File: src/rtl/mux_nto1_stream.sv
// N:1 valid/ready stream mux, fixed-select or round-robin, with a one-entry registered output.
// Latency 1 cycle; in_ready drops when the held word is not being taken (out_valid && !out_ready).
module mux_nto1_stream #(
  parameter int N    = 4,
  parameter int W    = 8,
  parameter int MODE = 0,
  localparam int SELW = $clog2(N)
) (
  input  logic            clk,
  input  logic            rst,
  input  logic [SELW-1:0] sel,
  input  logic [N-1:0]    in_valid,
  input  logic [N*W-1:0]  in_data,
  output logic [N-1:0]    in_ready,
  output logic            out_valid,
  input  logic            out_ready,
  output logic [W-1:0]    out_data,
  output logic [SELW-1:0] out_ch
);

  logic [SELW-1:0] rr_ptr;
  logic [SELW-1:0] g;
  logic            grant_ok;
  logic            space;
  logic            load;
  logic [W-1:0]    g_data;

  assign space = !out_valid || out_ready;
  assign load  = grant_ok && space && !rst;

  // Round-robin scans downward so the lowest offset from rr_ptr wins.
  always_comb begin
    int idx;
    g        = '0;
    grant_ok = 1'b0;
    idx      = 0;
    if (MODE == 0) begin
      for (int i = 0; i < N; i++) begin
        if (sel == SELW'(i) && in_valid[i]) begin
          g        = SELW'(i);
          grant_ok = 1'b1;
        end
      end
    end else begin
      for (int k = N - 1; k >= 0; k--) begin
        idx = int'(rr_ptr) + k;
        if (idx >= N) idx = idx - N;
        if (in_valid[idx]) begin
          g        = SELW'(idx);
          grant_ok = 1'b1;
        end
      end
    end
  end

  always_comb begin
    g_data = '0;
    for (int i = 0; i < N; i++) begin
      if (g == SELW'(i)) g_data = in_data[i*W +: W];
    end
  end

  always_comb begin
    in_ready = '0;
    for (int i = 0; i < N; i++) begin
      in_ready[i] = load && (g == SELW'(i));
    end
  end

  always_ff @(posedge clk) begin
    if (rst) begin
      out_valid <= 1'b0;
      out_data  <= '0;
      out_ch    <= '0;
      rr_ptr    <= '0;
    end else if (load) begin
      out_valid <= 1'b1;
      out_data  <= g_data;
      out_ch    <= g;
      if (MODE == 1) rr_ptr <= (g == SELW'(N - 1)) ? '0 : g + SELW'(1);
    end else if (out_ready) begin
      out_valid <= 1'b0;
    end
  end

  a_ready_onehot : assert property (@(posedge clk) disable iff (rst) $onehot0(in_ready));
  a_stall_no_ready : assert property (@(posedge clk) disable iff (rst)
    (out_valid && !out_ready) |-> (in_ready == '0));

endmodule

File: config.mk
export PLATFORM = sky130hd
export DESIGN_NAME = mux_nto1_stream
export DESIGN_NICKNAME = d
export VERILOG_FILES = /design/src/rtl/mux_nto1_stream.sv
export SDC_FILE = /design/constraint.sdc
export NUM_CORES = 1
export LEC_CHECK = 0
export CORE_MARGIN = 3
export CORE_UTILIZATION = 37
export CTS_CLUSTER_DIAMETER = 50
export DETAILED_ROUTE_END_ITERATION = 10
export PLACE_DENSITY = 0.84
export SLEW_MARGIN = 30
export SYNTH_ARGS = -nofsm -noshare
export SYNTH_HDL_FRONTEND = slang
export SYNTH_SLANG_ARGS = --single-unit
File: constraint.sdc
create_clock -name clk -period 3 [get_ports clk]
set_input_delay 0.3 -clock clk [delete_from_list [all_inputs] [get_ports clk]]
set_output_delay 0.3 -clock clk [all_outputs]
set_load 0.02 [all_outputs]
=== Yosys cells after proc, flatten, opt, wreduce, memory -nomap -nowiden ===
Cells that the tools add are included.
Widths: inputs -> output; s select.

* Flip-flop bits (word level): 11
* Bits of input ports: 41
* Output and inout port bits: 15
* Logic and storage cells: 38

* Eq/ne operators: 6
* Muxes and demuxes: 13
* Reductions and logical operators: 16

{| class="wikitable"
|+ Operators by type and width
! kind !! number
|-
| $mux 8 || 4
|-
| $logic_and 1x1->1 || 10
|-
| $eq 2x2->1 const B || 4
|-
| $mux 1 || 7
|-
| $eq 2x1->1 const B || 2
|-
| $logic_not 2->1 || 2
|-
| $mux 2 || 2
|-
| $logic_not 1->1 || 2
|-
| $reduce_bool 2->1 || 1
|-
| $logic_or 1x1->1 || 1
|}

=== Depth between registers and ports, before layout ===
Gate-level depths: netlist of run 1.

* Depth in word-level cells: 10
* Depth in mapped cells: 6
* Gate-level depth less buffers: 4

=== Worst setup path before layout of run 1 ===
No wires, ideal clock.

* Kind: input port to output port
* Start point: input sel[0]
* End point: output in_ready[0]
* Data arrival time: 1567 ps
* Data required time: 2700 ps
* Slack: 1133 ps
* Stages on the path: 6
* Path buffers: 2
* Cells stage by stage: buf_6 mux2_4 and3_1 nor2_1 buf_6 nor3b_1

* Longest elaborated chain between the ends: 9
* Elaborated cells on any way between the ends: 19
* Classes of those cells: 3 x eq/ne; 7 x mux; 9 x reduce/logical

{| class="wikitable"
|+ Ends and longest elaborated chain
! element !! RTL line !! RTL
|-
| from (decl) || 11 || <nowiki>input logic [SELW-1:0] sel,</nowiki>
|-
| $logic_not 2->1 || 39 || <nowiki>if (sel == SELW'(i) && in_valid[i]) begin</nowiki>
|-
| $logic_and 1x1->1 || 39 ||
|-
| $mux 1 (4 in a row) || 39 ||
|-
| $logic_and 1x1->1 (2 in a row) || 29 || <nowiki>assign load = grant_ok && space && !rst;</nowiki>
|-
| $logic_and 1x1->1 * || 66 || <nowiki>in_ready[i] = load && (g == SELW'(i));</nowiki>
|-
| to (decl) || 14 || <nowiki>output logic [N-1:0] in_ready,</nowiki>
|}

Mark *: on every way between the ends. The rest lies on a longest branch, timed or not.

=== Worst setup path in the final report of run 1 ===
Same ends and word-level chain as after synthesis.

==> metrics.md, run 1 <==
| Metric | Value |
|---|---|
| Status | `completed` |
| Area Growth Syn to Fin | `73.00%` |
| Starting density of the core | `about 40%` |
| Avg Inst Size Synth | `a little over 9 sq um` |
| Number of global-route vias before repair | `926` |
| Layout Nets | `between 150 and 200` |
| Mapped Area | `797.0 sq um` |
| Flop2flop setup slack | `1500 ps` |
| Finished layout cell area | `0.001379 sq mm` |
| EDFF count, synth | `0` |
| WL final | `about 2700 um` |
| Mapped Cells | `between 80 and 90` |
| Synth cell count leaders | `11 x dfxtp_1, 10 x a21oi_1, 10 x nor2_1` |
| Cell family with most CP delay | `buffers and inverters` |
| Number of post-CTS setup repair buffers | `0` |
| Peak Freq | `approximately 0.37 GHz` |
| DIE WIDTH | `52.41 um` |
| Critical path, cell by cell | `clkdlybuf4s50_1, mux2_4, and3_1, nor2_1, nor3b_1, clkdlybuf4s50_1` |
| Setup crit start kind | `primary input` |
| Drt wl/cell | `~16 um` |
| Reg-to-reg critical path endpoint | `out_data[5]` |
| Slew Viols, Final | `0` |
| Antenna violations before repair | `0` |
| Seq cells post-synth | `11` |
| Port Buffers | `between 50 and 60` |
| Synth Flop Type | `dfxtp_1` |
| RSZ-0062 raised after global routing | `false` |
| H-Tree Depth | `1` |
| CP Data Required Time | `between 2000 and 3000 ps` |
| Top-count cell post-synth | `dfxtp_1` |
| Compound-Gate Fraction of Synth Area | `34.54%` |
| Hold WS | `516.1 ps` |
| Unique cell type count in the Yosys netlist | `28` |
| Final period util | `89.08%` |
| Root Driver | `clkbuf_4` |
| Hold Fails Final Rpt | `0` |
| CP max-delay cell | `clkdlybuf4s50_1` |
| Worst-path clk slew | `approximately 80 ps` |
| Fraction of layout cells with a size suffix above 1 | `between 10% and 20%` |
| Largest family of logic cells by synthesized area | `compound AO/OA/AOI/OAI gates` |
| Most used cell, CP | `clkdlybuf4s50_1` |
| Reg2reg path depth | `5` |
| Drc violations | `0` |
| Worst setup EP type | `output pin` |
| Max_cap viols | `0` |
| Setup TNS | `0 ps` |
| Top cells by area, synth | `dfxtp_1 28%, o41ai_2 12%, a221o_1 10%` |
| Slew HR | `between 70% and 80%` |
| CTS Sinks | `11` |
| # setup viols final | `0` |
| Area after DPL | `0.001353 sq mm` |
| Worst Path Arrival | `between 2000 and 2500 ps` |
| Hold Buf Count CTS | `0` |
| Area leader, netlist | `dfxtp_1` |
| Least-Margin Pin Slew | `~400 ps` |
| Worst Path Max Fanout | `7` |
| Crit path to | `in_ready[0]` |
| CTS-repair resized insts | `0` |
| Seq/Total Area, Yosys | `between 20% and 30%` |
| Number of stages on the worst setup path | `6` |
| Syn nets | `~130` |
| Detailed Route Iter0 Violations | `16` |
| CP bufs+invs | `2` |
| Static Leak | `0.5293 nW` |
| Tmin final | `around 2700 ps` |
| Gr usage total | `19.82%` |
| Min-delay worst type | `flip-flop to flip-flop` |
| Routed vias | `approximately 940` |
| Num rows | `16` |
| Crit path kind | `primary input to output pin` |
| Proportion of synthesized area in mux cells | `3.140%` |
| DR vias/cell | `~5.6` |
| Synth Area in Adders | `0%` |
| Max Root-Sink Buffers | `2` |
| First-pass GRT wire length | `4084 um` |
| Worst-Skew Late Latency | `~270 ps` |
| Simple logic cell fraction of the synthesized area | `between 20% and 30%` |
| Routability cong. | `~0.84` |
| CTS tree | `yes` |
| # fillers | `approximately 160` |
| Largest net degree at the start of global routing | `20` |
| Clk_skew | `approximately 4.5 ps` |
| Ys Warns | `0` |
| Core Area | `about 0.002 sq mm` |
| Post-route ant nets | `0` |
| Antenna Cells | `0` |
| R2R Path Start | `out_valid` |
| Asr flop ratio synth | `0%` |
| DRT Pass-1 Iters | `4` |
| GRT overflow | `0` |
| Die area | `about 0.0027 sq mm` |
| Dpl hpwl | `~2100 um` |
| Pwr per Cell Area | `336.0 mW/mm^2` |
| Worst setup startpoint | `sel[0]` |
| Synth Area in XOR/XNOR | `0%` |
| Post-synth top area share | `about 28%` |
| I/O pin total | `56` |
| DIE HEIGHT | `52.41 um` |
| Largest stage delay on the critical path | `~590 ps` |
| Cts bufs inserted | `3` |
| Peak supply drop | `0.2033 mV` |
[worst min-delay path by stage]
stage,from,end,slack [ps],cells past startpoint
2_1_floorplan,rst,out_data[6],400,1
6_report,out_data[7],out_data[7],520,2
5_1_grt,out_data[7],out_data[7],540,2
3_3_place_gp,out_data[5],out_data[5],490,2
3_5_place_dp,out_ch[1],out_ch[1],500,2
4_1_cts,out_data[5],out_data[5],510,2
[where the power goes]
part	switching [mW]	leakage [nW]	internal, mW
registers	0.00743	0.0906	0.159
logic	0.0836	0.424	0.106
clock network	0.0558	0.0150	0.0514
[kinds of logic after synthesis]
kind of cell / count (synthesis)
AND/OR/NAND/NOR: 36
buffers and inverters: 10
flip-flops: 11
multiplexers: 2
AO/OA/AOI/OAI: 29
[registers in the layout (all words and copies together), names as in the netlist]
name / count
out_data: 8
out_ch: 2
out_valid: 1
[cell type report]
type	instances	area [sq um]	area share [%]
timing repair buffer	59	580.6	42.11
multi-input combinational	67	514.2	37.30
sequential	11	220.2	15.97
tap	27	33.78	2.450
clock buffer	4	26.28	1.906
inverter	1	3.754	0.2722
[per-stage QoR]
step           power (mW)  setup slack [ps]  std cells  utilization [%]
5_1_grt            0.4823             221.0        169            68.88
4_1_cts            0.4620             334.5        169            68.88
2_1_floorplan      0.2619              1133         88                -
6_report           0.4632             327.5        169            68.88
3_5_place_dp       0.3591             337.7        165            67.56
3_3_place_gp       0.3549             402.4        165            67.56
[cell usage in the layout, fill, tap and decap left out]
cell / instances
clkdlybuf4s50_1: 55
nand2b_1: 1
o41ai_2: 6
nand3_1: 3
a21oi_1: 10
a311oi_1: 1
and3_1: 2
o41ai_1: 2
a21oi_4: 1
clkbuf_4: 3
nor3_1: 4
nand2_1: 2
o21ai_0: 1
nor2_1: 10
buf_4: 4
nand4b_1: 8
inv_1: 1
mux2i_1: 1
nor2b_1: 1
nor3b_1: 2
clkbuf_1: 1
and3b_1: 2
or3_1: 1
a221o_1: 8
dfxtp_1: 11
mux2_4: 1
[tightest hold or removal path: cells and delay by family, from the launching register on]
kind	cells	cell delay (ps)
simple gates	1	100
flops	1	320
compound gates	1	60
[routing by layer]
| layer | routed length [um] | part of all wire [%] | global-route usage (%) | vias to the layer above |
|---|---|---|---|---|
| met1 | 1144 | 42 | 24.19 | 437 |
| met4 | 27 | 0.99 | 7.660 | 0 |
| met2 | 1358 | 50 | 34.30 | 44 |
| li1 | - | - | - | 459 |
| met3 | 209 | 7.6 | 3.134 | 2 |
| met5 | 0 | 0 | 0 | - |
Note: power is estimated with default switching activity, not from simulation.
==> run 2, diff against run 1 <==
CELL_PAD_IN_SITES_DETAIL_PLACEMENT = 1   (was default)
CELL_PAD_IN_SITES_GLOBAL_PLACEMENT = 2   (was default)
CORE_UTILIZATION = 19   (was 37)
PLACE_DENSITY = default   (was 0.84)
PLACE_DENSITY_LB_ADDON = 0.1   (was default)
==> run 2 against run 1 <==
  * Combinational power rose by 2%
  * Total power rose by 10%
  * Clock skew fell by 3.7 ps
  * Global-route usage fell by 7.8 points
  * Largest cell class unchanged
==> metrics.md, run 2 (synthesis gave the netlist of run 1 again) <==
| Metric | Value |
|---|---|
| Number of global-route vias before repair | `1,011 (+9.2%)` |
| Static Leak | `0.5465 nW (+3.3%)` |
| R2R Path Start | `out_valid` |
| DP Worst Slack | `183.3 ps (-154.4 ps)` |
| Pint | `0.3614 mW (+14%)` |
| Dpl hpwl | `2457 um (+16%)` |
| Hold Buf Count CTS | `0 (unchanged)` |
| Crit path kind | `primary input to output pin` |
| Least-Margin Pin Slew | `432.9 ps (+33.24 ps)` |
| Commonest cells after routing, fill and taps aside | `55 x clkdlybuf4s50_1, 11 x dfxtp_1, 10 x nor2_1, 10 x a21oi_1` |
| CP max-delay cell | `clkdlybuf4s50_1` |
| Fraction of layout cells with a size suffix above 1 | `11.81% (+1.2 points)` |
| First-pass GRT wire length | `4892 um (+20%)` |
| Core Area | `0.003854 sq mm (+93%)` |
| Switch share | `29.04% (-2.7 points)` |
| Post-route ant nets | `0 (unchanged)` |
| DIE WIDTH | `70.77 um (+35%)` |
| Comb pwr share | `37.8% (-3.1 points)` |
| Antenna violations before repair | `0 (unchanged)` |
| Peak supply drop | `0.1100 mV (-46%)` |
| Drc violations | `0 (unchanged)` |
| CTS tree | `yes` |
| Max_cap viols | `0 (unchanged)` |
| Largest register FFs | `8 (unchanged)` |
| Setup TNS | `0 ps (unchanged)` |
| WL final | `2909 um (+6.2%)` |
| DR vias/cell | `4.781 (-14%)` |
| Drt wl/cell | `15.15 um (-6.6%)` |
| Num rows | `22 (+6)` |
| Placed Instances | `188 (+14%)` |
| Final period util | `93.78% (+4.7 points)` |
| I/O pin total | `56 (unchanged)` |
| Crit path to | `in_ready[3]` |
| DIE HEIGHT | `70.77 um (+35%)` |
| Hold Fails Final Rpt | `0 (unchanged)` |
| Cts bufs inserted | `3 (unchanged)` |
| CTS-repair resized insts | `0 (unchanged)` |
| Clock share of power | `29.3% (+6.2 points)` |
| Hold_sp | `out_data[4]` |
| Final WS setup | `186.7 ps (-140.8 ps)` |
| Die area | `0.005008 sq mm (+82%)` |
| Port Buffers | `55 (unchanged)` |
| Tmin final | `2813 ps (+140.8 ps)` |
| Largest stage delay on the critical path | `650 ps (+60 ps)` |
| Slew Viols, Final | `0 (unchanged)` |
| Starting density of the core | `20.68% (-19 points)` |
| Min-delay worst type | `flip-flop to flip-flop` |
| DRT Pass-1 Iters | `4 (unchanged)` |
| Routability cong. | `0.7195 (-14%)` |
| Root Driver | `clkbuf_8` |
| Critical path, cell by cell | `clkdlybuf4s50_1, mux2_4, and3_1, nor2_1, buf_4, nor3_1, clkdlybuf4s50_1` |
| Power Total | `0.5093 mW (+10%)` |
| Area Growth Syn to Fin | `80.53%` |
| Reg-to-reg critical path endpoint | `out_data[4]` |
| Worst Path Max Fanout | `7 (unchanged)` |
| CTS Sinks | `11 (unchanged)` |
| Peak Freq | `0.3555 GHz (-5.0%)` |
| # fillers | `457 (+180%)` |
| Worst-Skew Late Latency | `240 ps (-30 ps)` |
| Post-Layout Cell Count | `192 (+14%)` |
| Area after DPL | `0.001394 sq mm (+3.1%)` |
| Worst setup startpoint | `sel[0]` |
| GRT overflow | `0 (unchanged)` |
| Detailed Route Iter0 Violations | `30 (+14)` |
| Sequential cell fraction of total power | `32.9% (-3.1 points)` |
| Number of post-CTS setup repair buffers | `0 (unchanged)` |
| Setup crit start kind | `primary input` |
| Worst-path clk slew | `50 ps (-30 ps)` |
| Routed vias | `918 (-2.5%)` |
| Antenna Cells | `0 (unchanged)` |
| Layout Nets | `186 (+1.1%)` |
| # setup viols final | `0 (unchanged)` |
| Slew HR | `71.05% (-2.3 points)` |
| Largest net degree at the start of global routing | `15 (-25%)` |
| Finished layout cell area | `0.001439 sq mm (+4.4%)` |
| Worst setup EP type | `output pin` |
| Gr usage total | `12.05% (-7.8 points)` |
| Clk_skew | `0.7686 ps (-3.736 ps)` |
| Pwr per Cell Area | `354.0 mW/mm^2 (+5.4%)` |
| Switching power | `0.1479 mW (+0.73%)` |
| Max Root-Sink Buffers | `2 (unchanged)` |
| Most flop-heavy register | `out_data` |
| Reg2reg path depth | `6 (+1)` |
| RSZ-0062 raised after global routing | `false` |
| H-Tree Depth | `1 (unchanged)` |
| Flop2flop setup slack | `1420 ps (-80 ps)` |
| Most used cell, CP | `clkdlybuf4s50_1` |
| Worst Path Arrival | `2510 ps (+140 ps)` |
| Biggest regs | `out_data (8), out_ch (2), out_valid (1)` |
| Status | `completed` |
| CP Data Required Time | `2700 ps (about the same)` |
| Most common cell after layout, fill and taps aside | `clkdlybuf4s50_1` |
## run 2: cell types whose count changed in the layout (fill, tap and decap cells not counted), sizes merged
cell  previous run  this run
buf              4         6
## run 2: routing by layer
layer / GRT usage, % / vias up / wire length [um] / part of all wire, %
li1: - / 462 / - / -
met1: 15.69 / 413 / 1320 / 45
met2: 18.54 / 41 / 1322 / 45
met3: 3.125 / 2 / 237 / 8.1
met4: 5.637 / 0 / 29 / 1.0
met5: 0 / - / 0 / 0
## run 2: per-stage QoR
step	hold slack, ps	utilization (%)
after floorplan	400.8	-
after global placement	481.8	36.17
after detailed placement	495.4	36.17
after CTS	502.5	37.34
after global routing	532.4	37.34
final	500.6	37.34
## run 2: final cells by class
class | instances | area, sq um | area share [%]
multi-input combinational | 67 | 514.2 | 35.74
timing repair buffer | 61 | 595.6 | 41.39
inverter | 1 | 3.754 | 0.2609
sequential | 11 | 220.2 | 15.30
tap | 48 | 60.06 | 4.174
clock buffer | 4 | 45.04 | 3.130
## run 2: critical path: cells and delay by family
family / cells / cell delay, ps
buffers and inverters: 3 / 1450
multiplexers: 1 / 240
AND/OR/NAND/NOR: 3 / 530
## run 2: how the worst min path moves through the flow
stage,endpoint,depth (start not counted)
2_1_floorplan,out_data[6],1
3_3_place_gp,out_data[4],2
3_5_place_dp,out_data[5],2
4_1_cts,out_data[5],2
5_1_grt,out_data[6],2
6_report,out_data[4],2
## run 2: power groups by stage
stage	logic [mW]	clock network, mW	registers, mW
3_5_place_dp	0.195	0	0.171
2_1_floorplan	0.0766	0	0.185
6_report	0.193	0.149	0.168
5_1_grt	0.208	0.162	0.169
3_3_place_gp	0.194	0	0.170
4_1_cts	0.196	0.155	0.168
